===== config.mk =====
export PLATFORM = sky130hd
export DESIGN_NAME = serial_subtractor
export DESIGN_NICKNAME = d
export VERILOG_FILES = /design/src/rtl/serial_subtractor.sv
export SDC_FILE = /design/constraint.sdc
export NUM_CORES = 1
export LEC_CHECK = 0
export BUFFER_PORTS_ARGS = -buffer_cell sky130_fd_sc_hd__buf_4
export CORE_UTILIZATION = 49
export CTS_BUF_LIST = sky130_fd_sc_hd__clkbuf_16
export CTS_CLUSTER_SIZE = 28
export DETAILED_ROUTE_END_ITERATION = 7
export PLACE_DENSITY_LB_ADDON = 0.1
export SETUP_SLACK_MARGIN = 0.3
export SLEW_MARGIN = 40
export SYNTH_ARGS = -nofsm -noshare
export SYNTH_HDL_FRONTEND = slang
export SYNTH_SLANG_ARGS = --single-unit
export TNS_END_PERCENT = 50

===== constraint.sdc =====
create_clock -name clk -period 1.5 [get_ports clk]
set_input_delay 0.45 -clock clk [delete_from_list [all_inputs] [get_ports clk]]
set_output_delay 0.45 -clock clk [all_outputs]
set_load 0.05 [all_outputs]

===== src/rtl/serial_subtractor.sv =====
// serial_subtractor
//   Computes D = A - B (mod 2^WIDTH) one bit per clock, LSB first, using a single
//   full-subtractor cell (half-subtractor plus borrow register).
//
//   Parameters:
//     WIDTH  operand/result width in bits (2..32)
//
//   Ports:
//     clk    clock, rising edge
//     rst    asynchronous active-high reset
//     start  request; sampled only while idle
//     A, B   minuend / subtrahend (unsigned), sampled with start
//     busy   high from the cycle after start through the done cycle
//     done   one-cycle pulse when D/Bo/Z are updated
//     D      difference A - B modulo 2^WIDTH
//     Bo     final borrow (A < B)
//     Z      D == 0
module serial_subtractor #(
    parameter int unsigned WIDTH = 8
) (
    input  logic             clk,
    input  logic             rst,
    input  logic             start,
    input  logic [WIDTH-1:0] A,
    input  logic [WIDTH-1:0] B,
    output logic             busy,
    output logic             done,
    output logic [WIDTH-1:0] D,
    output logic             Bo,
    output logic             Z
);

    localparam int unsigned CntW = $clog2(WIDTH);

    typedef enum logic [1:0] {StIdle, StShift, StDone} state_e;

    state_e            state_q;
    logic [WIDTH-1:0]  a_q;
    logic [WIDTH-1:0]  b_q;
    logic [WIDTH-1:0]  res_q;
    logic              borrow_q;
    logic [CntW-1:0]   cnt_q;

    // Bit-serial cell: current LSBs of the operand shift registers plus carried borrow.
    logic             a_bit;
    logic             b_bit;
    logic             d_bit;
    logic             bout;
    logic [WIDTH-1:0] res_next;
    logic             last_bit;

    always_comb begin
        a_bit    = a_q[0];
        b_bit    = b_q[0];
        d_bit    = a_bit ^ b_bit ^ borrow_q;
        bout     = (~a_bit & b_bit) | (~(a_bit ^ b_bit) & borrow_q);
        // Result bits enter at the MSB so that after WIDTH shifts bit 0 sits at the LSB.
        res_next = {d_bit, res_q[WIDTH-1:1]};
        last_bit = (cnt_q == CntW'(WIDTH - 1));
    end

    always_ff @(posedge clk or posedge rst) begin
        if (rst) begin
            state_q  <= StIdle;
            a_q      <= '0;
            b_q      <= '0;
            res_q    <= '0;
            borrow_q <= 1'b0;
            cnt_q    <= '0;
            D        <= '0;
            Bo       <= 1'b0;
            Z        <= 1'b1;
        end else begin
            unique case (state_q)
                StIdle: begin
                    if (start) begin
                        a_q      <= A;
                        b_q      <= B;
                        res_q    <= '0;
                        borrow_q <= 1'b0;
                        cnt_q    <= '0;
                        state_q  <= StShift;
                    end
                end
                StShift: begin
                    a_q      <= a_q >> 1;
                    b_q      <= b_q >> 1;
                    res_q    <= res_next;
                    borrow_q <= bout;
                    cnt_q    <= cnt_q + 1'b1;
                    if (last_bit) begin
                        // Publish only the completed result; D never shows partial values.
                        D       <= res_next;
                        Bo      <= bout;
                        Z       <= (res_next == '0);
                        state_q <= StDone;
                    end
                end
                StDone: begin
                    state_q <= StIdle;
                end
                default: begin
                    state_q <= StIdle;
                end
            endcase
        end
    end

    assign busy = (state_q != StIdle);
    assign done = (state_q == StDone);

endmodule


; ---- Word-level counts from Yosys, hierarchy flattened
; Cells that the tools add are included.
[classes]
addsub = 1
n_reduce_logical = 7
mux = 13
eq_ne = 5
n_bitwise = 7
[ops]
columns = operator, n
row1 = one-hot mux 8 bit (2 select lines), 3
row2 = two-way mux 8 bit, 3
row3 = zero test 8 bit, 1
row4 = one-hot mux 3 bit (2 select lines), 1
row5 = AND reduction 2 bit, 3
row6 = two-way mux 2 bit, 2
row7 = "inequality test 2 bit, second input constant", 2
row8 = one-hot mux 2 bit (2 select lines), 1
row9 = nonzero test 2 bit, 2
row10 = "adder 3 x 1 -> 3 bit, second input constant", 1
row11 = "== test 3 bit, second input constant", 1
row12 = two-way mux 3 bit, 1
row13 = AND 1 bit, 2
row14 = "== test 2 x 1 -> 1 bit, second input constant", 1
row15 = "== test 2 bit, second input constant", 1
row16 = zero test 2 bit, 1
row17 = NOT 1 bit, 2
row18 = one-hot mux 1 bit (2 select lines), 1
row19 = bitwise XOR 1 bit, 2
row20 = two-way mux 1 bit, 1
row21 = bitwise OR 1 bit, 1
[word_totals]
out_inout_bits = 12
reg_bits = 40
inputBits = 19
wordCells = 42

; ---- Logic depth before layout (Yosys ltp)
; Gate-level depths: netlist of the first run.
[logic_depth]
ltp_word = 5
depth_mapped = 6
mapped_depth_nobuf = 5

; ---- Least setup slack after synthesis of the first run
; OpenSTA, ideal clock, no wires.
[synth_timing]
path_kind = register -> output
startpoint = register state_q[0]
endpoint = output port done
arrival_time_ps = 1435
t_required_ps = 1050
path_buffers = 2
slack_ps = -385
path_stages_with_launch = 4
path_cell_list = dfrtp_1 buf_2 buf_6 nor2b_1
[synth_between]
elab_chain_len = 1
[synth_rtl]
columns = item, line
row1 = from (decl), 37  ; state_e state_q;
row2 = from (signal assigned), 64  ; state_q <= StIdle;
row3 = from (signal assigned), 82  ; state_q <= StShift;
row4 = from (signal assigned), 96  ; state_q <= StDone;
row5 = == test 2 bit, 110  ; assign done = (state_q == StDone);
row6 = to (decl), 27  ; output logic done,
; Every way passes these cells.

; ---- Worst setup path after layout of the first run
[layout_timing]
startpoint = register state_q[1]
endpoint = output port busy
[layout_between]
elab_chain_len = 1
[layout_rtl]
columns = item, line
row1 = nonzero test 2 bit, 109  ; assign busy = (state_q != StIdle);
row2 = to (decl), 26  ; output logic busy,
; Every way passes these cells.

==> impl_metrics.tcl, run 1 <==
set metrics [dict create \
    switching_share 0.359 \
    synthesis.area_mm2 0.00171 \
    final-hold-violation-count 0 \
    port_buffers 30 \
    worstPathArrival_ns 1.04 \
    vias 1330 \
    powerDensity_mw_per_mm2 2240 \
    setup_tns_ns 0 \
    maxSlewHeadroom 0.768 \
    synth_top_area_share 0.556 \
    area_growth_pct 46.6 \
    die_w_um 61.1 \
    gr-usage-met2 0.373 \
    critPathKind "reg -> out" \
    layout.cells.non_filler 246 \
    ant_nets 0 \
    clock_skew_ns 0.00409 \
    power_uw 5620 \
    final_max_slew_viol_count 0 \
    cts_buffers 5 \
    critical_path_buf_inv_count 2 \
    ys_warn_count 0 \
    period_share 0.992 \
    io_pins 31 \
    clkTransAtPathRegs_ns 0.06 \
    grtUsageMet3 0.0609 \
    final_cell_mix "36 x dfrtp_1, 29 x buf_4, 18 x nand2_1" \
    synth_cell_types 25 \
    r2r_start "state_q[1]" \
    clk_path_buf_depth 2 \
    clk_latency_ns 0.28 \
    first_pass_iters 4 \
    nNetsFinal 221 \
    fmax_ghz 0.672 \
    syn-num-nets 173 \
    syn_inst 151 \
    grt_first_pass_wirelength_um 5820 \
    min_path_type "in -> async" \
    die_h_um 61.1 \
    cpPeakStageDelay_ns 0.43 \
    clkPwrFrac 0.237 \
    whs_ns 0.154 \
    setup_slack_ns 0.0127 \
    fin_crit_ns 1.49 \
    die_area_mm2 0.00373 \
    multi_input_area_um2 779 \
    cp-start-kind "flop" \
    seq_area_um2 980 \
    power_switching_uw 2020 \
    rows 21 \
    cap_viol_max_count 0 \
    top_usage_layer "met2" \
    outcome "complete, no violations" \
    crit_required_ns 1.05 \
    setup_viol_count_final 0 \
    critical_path.top_delay_family "flip-flops" \
    grt_pass1_vias 1237 \
    nFillCells 210 \
    r2r_slack_ns 0.08 \
    synth_xor_area_frac 0 \
    grt.overflow.total 0 \
    pre_cts_ws_ns 0.0801 \
    path_cells "nor2_4 -> inv_2 -> buf_6" \
    grt.total_usage 0.226 \
    drt-total-wl_um 4080 \
    grt_max_degree 17 \
    synth_seq_cells 39 \
    antenna_found_initial 0 \
    sequentialPowerShare 0.331 \
    critPathLaunch "state_q[1]" \
    seq_area_frac_synth 0.572 \
    worst_pin_slew_ns 0.348 \
    placed_cells 226 \
    drc 0 \
    cts_tree "yes" \
    rsz0062_at_grt "yes" \
    root_buffer "clkbuf_16" \
    gp_congestion 0.705 \
    p_int_uw 3610 \
    diodes 0 \
    core_area_mm2 0.00334 \
    post-synth-top-area-cell "dfrtp_1" \
    cts_hold_buffers 0 \
    layout-drive-gt1-share 0.420 \
    h-tree-depth 2 \
    cts_sinks 39 \
    synthAdderAreaFrac 0.0264 \
    via_per_inst 5.41 \
    critPathCaptureType "output pin" \
    synth-compound-area-share 0.164 \
    grt_use_met1 0.286 \
    synthMuxAreaShare 0.0527 \
    drt_iter0_markers 67 \
    wire_per_inst_um 16.6 \
    critPathMaxFanout 3 \
    pwr-share-comb 0.433 \
    synth_top_family_by_area "compound AO/OA/AOI/OAI gates" \
    synth_area_leaders "dfrtp_1 56%, and3b_1 6.1%, mux2_2 5.3%" \
    layout_commonest_cell "dfrtp_1" \
    avgSynthCellArea_um2 11.3 \
    timing.rr.end "cnt_q[2]" \
    rr_worst_depth 5 \
    critPathSlowestCell "dfrtp_2" \
    ir_drop_mv 1.25 \
    start_util 0.512 \
    dpl.hpwl_um 2270 \
    synth-simple-area-share 0.136 \
    p_leak_uw 0.00125 \
]
==> synthesized netlist by cell type <==
cell type and instances:
fa_1 1, clkbuf_1 3, mux2_2 8, a22o_1 9
o21ai_1 2, buf_4 1, ha_1 2, nand2_1 19
o21ai_0 16, clkbuf_2 1, o21bai_2 1, nand3b_2 1
dfrtp_1 38, and3b_1 12, dfstp_2 1, inv_1 6
nand2b_1 1, a22oi_1 2, nor2b_1 3, buf_2 3
a32o_1 2, buf_6 2, a21oi_1 13, nor2_1 2
nor4_1 2
==> sequential cells by signal, indices dropped and copies added, names as in the netlist, 2 cells and up <==
register	cells
state_q	2
cnt_q	3
b_q	8
res_q	7
a_q	8
D	8
==> timing repair <==
item,4_1_cts,5_1_grt
gates cloned,4,1
pin swaps,2,4
gates resized for setup,17,36
setup endpoints to repair,43,50
buffers inserted,6,1
==> area by class of cell <==
class,instances,share of cell area
Timing Repair Buffer,50,0.189
Clock buffer,5,0.0499
Inverter,6,0.0105
Sequential cell,39,0.391
Tap cell,46,0.0230
Clock inverter,3,0.0255
Multi-Input combinational cell,97,0.311
==> per-stage QoR <==
stage          instance area, um2   util
2_1_floorplan                1770      -
3_3_place_gp                 2070  0.619
3_5_place_dp                 2070  0.619
4_1_cts                      2400  0.720
5_1_grt                      2510  0.751
6_report                     2510  0.751
==> per-layer routing <==
layer  routed length, um  vias to the layer above
met4                  58                        0
li1                    -                      633
met5                   0                        -
met1                1750                      657
met3                 135                        6
met2                2140                       34
==> logic make-up (layout without fill, tap and decap cells) <==
family,Yosys count,after routing
and+or+nand+nor,40,41
muxes,8,8
adders and majority gates,3,3
buffers and inverters,16,64
AOI/OAI and AO/OA,45,45
DFF,39,39
==> how the worst max path moves through the flow <==
stage | endpoint | slack, ns | depth (start not counted)
global placement | D[3] | 0.11 | 4
global route | busy | -0.02 | 3
floorplan | done | 0.05 | 3
detailed placement | Z | 0.08 | 5
CTS | busy | 0.004 | 3
finish | busy | 0.01 | 3
==> power by group through the flow <==
stage	clock network (uW)	logic, uW	registers [uW]
floorplan	0	1090	2090
global placement	0	1800	1810
detailed placement	0	1850	1830
CTS	1350	2160	1800
global route	1400	2620	1900
finish	1330	2430	1860
Note: power is estimated with default switching activity, not from simulation.
==> inputs of run 2 (changes only) <==
- PLACE_DENSITY: default -> 0.76
- PLACE_DENSITY_LB_ADDON: 0.1 -> default
==> run 2 against run 1 <==
Utilization decreased by 3.2 points. Global-route usage decreased by 0.64 points. Wire length decreased by 13%. Worst setup slack got worse by 0.0061 ns. Clock-buffer cell count unchanged. Hold slack improved by 0.013 ns. Clock power decreased by 25%. Cell count decreased by 1.6%. Critical path type unchanged. Largest cell class unchanged. Largest power group unchanged.
==> impl_metrics.tcl, run 2 (same netlist as run 1, synthesis figures left out) <==
set metrics [dict create \
    port_buffers 30 \
    setup_viol_count_final 0 \
    cts_buffers 5 \
    cap_viol_max_count 0 \
    met3_length_um 112 \
    final_util 0.719 \
    clkTransAtPathRegs_ns 0.06 \
    powerDensity_mw_per_mm2 2110 \
    nFillCells 239 \
    r2r_slack_ns 0.07 \
    io_pins 31 \
    largestRegisters "D (8), a_q (8), b_q (8)" \
    dpl.hpwl_um 2240 \
    diodes 0 \
    final_cell_mix "36 x dfrtp_1, 28 x buf_4, 18 x nand2_1" \
    rr_worst_depth 6 \
    worst_pin_slew_ns 0.407 \
    root_buffer "clkbuf_16" \
    min_path_type "in -> async" \
    drt_iter0_markers 42 \
    cpPeakStageDelay_ns 0.44 \
    fmax_ghz 0.670 \
    nNetsFinal 217 \
    h-tree-depth 2 \
    period_share 0.996 \
    timing.rr.end "b_q[6]" \
    die_w_um 61.1 \
    core_area_mm2 0.00334 \
    antenna_found_initial 0 \
    wl_met1_um 1700 \
    critPathCaptureType "output pin" \
    grt_first_pass_wirelength_um 5740 \
    via_per_inst 5.37 \
    clock_skew_ns 0.00262 \
    layout_commonest_cell "dfrtp_1" \
    p_leak_uw 0.00120 \
    final_max_slew_viol_count 0 \
    fin_crit_ns 1.49 \
    r2r_start "state_q[0]" \
    cp-start-kind "flop" \
    crit_required_ns 1.05 \
    path_cells "nor2_4 -> inv_2 -> buf_6" \
    wire_per_inst_um 14.7 \
    rows 21 \
    route.met2.wl_um 1670 \
    first_pass_iters 4 \
    vias 1299 \
    maxSlewHeadroom 0.728 \
    grt_max_degree 27 \
    grt_pass1_vias 1207 \
    final-hold-violation-count 0 \
    outcome "complete, no violations" \
    pre_cts_ws_ns 0.0786 \
    top_layer "met4" \
    start_util 0.512 \
    setup_slack_ns 0.00660 \
    critPathKind "reg -> out" \
    worstPathArrival_ns 1.04 \
    ant_nets 0 \
    gp_congestion 0.757 \
    ir_drop_mv 0.977 \
    cts_sinks 39 \
    critPathSlowestCell "dfrtp_2" \
    drt-total-wl_um 3560 \
    grt.overflow.total 0 \
    grt.total_usage 0.220 \
    drc 0 \
    area_growth_pct 40.3 \
    die_h_um 61.1 \
    clk_path_buf_depth 2 \
    rsz0062_at_grt "yes" \
    cts_tree "yes" \
    critPathMaxFanout 3 \
    clk_latency_ns 0.28 \
    setup_tns_ns 0 \
    die_area_mm2 0.00373 \
    layout-drive-gt1-share 0.398 \
]
[run 2: layout make-up]
cell class / count / area [um2] / area share
tap: 46 / 57.6 / 0.0240
multi-input combinational: 97 / 754 / 0.315
inverter: 6 / 26.3 / 0.0110
clock buffer: 5 / 125 / 0.0522
sequential: 39 / 980 / 0.408
timing repair buffer: 46 / 443 / 0.185
clock inverter: 3 / 12.5 / 0.00522
[run 2: where the power goes]
part,internal [uW],total (uW),leakage (uW),switching [uW]
clock network,600,999,0.0000762,398
registers,1490,1830,0.000501,339
logic,1060,2230,0.000623,1160
[run 2: metal layers]
layer,up-vias,track usage
met2,33,0.331
li1,616,-
met4,0,0.127
met1,645,0.298
met5,-,0
met3,5,0.0441
[run 2: repair_timing]
| action | 4_1_cts | 5_1_grt |
|---|---|---|
| pin swaps | 1 | 1 |
| hold buffers | 0 | 0 |
| resized for setup | 15 | 15 |
| endpoints found under the setup margin | 49 | 51 |
| setup buffers | 10 | 0 |
| cloned | 1 | 0 |
[run 2: worst max-delay path, delay by kind of cell, from the launching register on]
family / cells / cell delay [ns]
buffers and inverters: 2 / 0.18
flip-flops: 1 / 0.44
AND/OR/NAND/NOR: 1 / 0.14
[run 2: through the flow]
| step | total power, uW | hold WS (ns) | cells | cell area (um2) |
|---|---|---|---|---|
| after floorplan | 3180 | 0.422 | 151 | 1770 |
| after global placement | 3640 | 0.452 | 223 | 2070 |
| after detailed placement | 3720 | 0.456 | 223 | 2070 |
| after CTS | 4940 | 0.181 | 242 | 2350 |
| after global routing | 5360 | 0.193 | 242 | 2400 |
| final | 5050 | 0.167 | 242 | 2400 |
[run 2: how the worst max path moves through the flow]
stage | startpoint | end | slack, ns | cells past startpoint
2_1_floorplan | state_q[0] | done | 0.05 | 3
3_3_place_gp | cnt_q[1] | D[3] | 0.11 | 4
3_5_place_dp | state_q[1] | cnt_q[2] | 0.08 | 3
4_1_cts | state_q[0] | busy | 0.004 | 3
5_1_grt | state_q[0] | busy | -0.02 | 3
6_report | state_q[0] | busy | 0.007 | 3
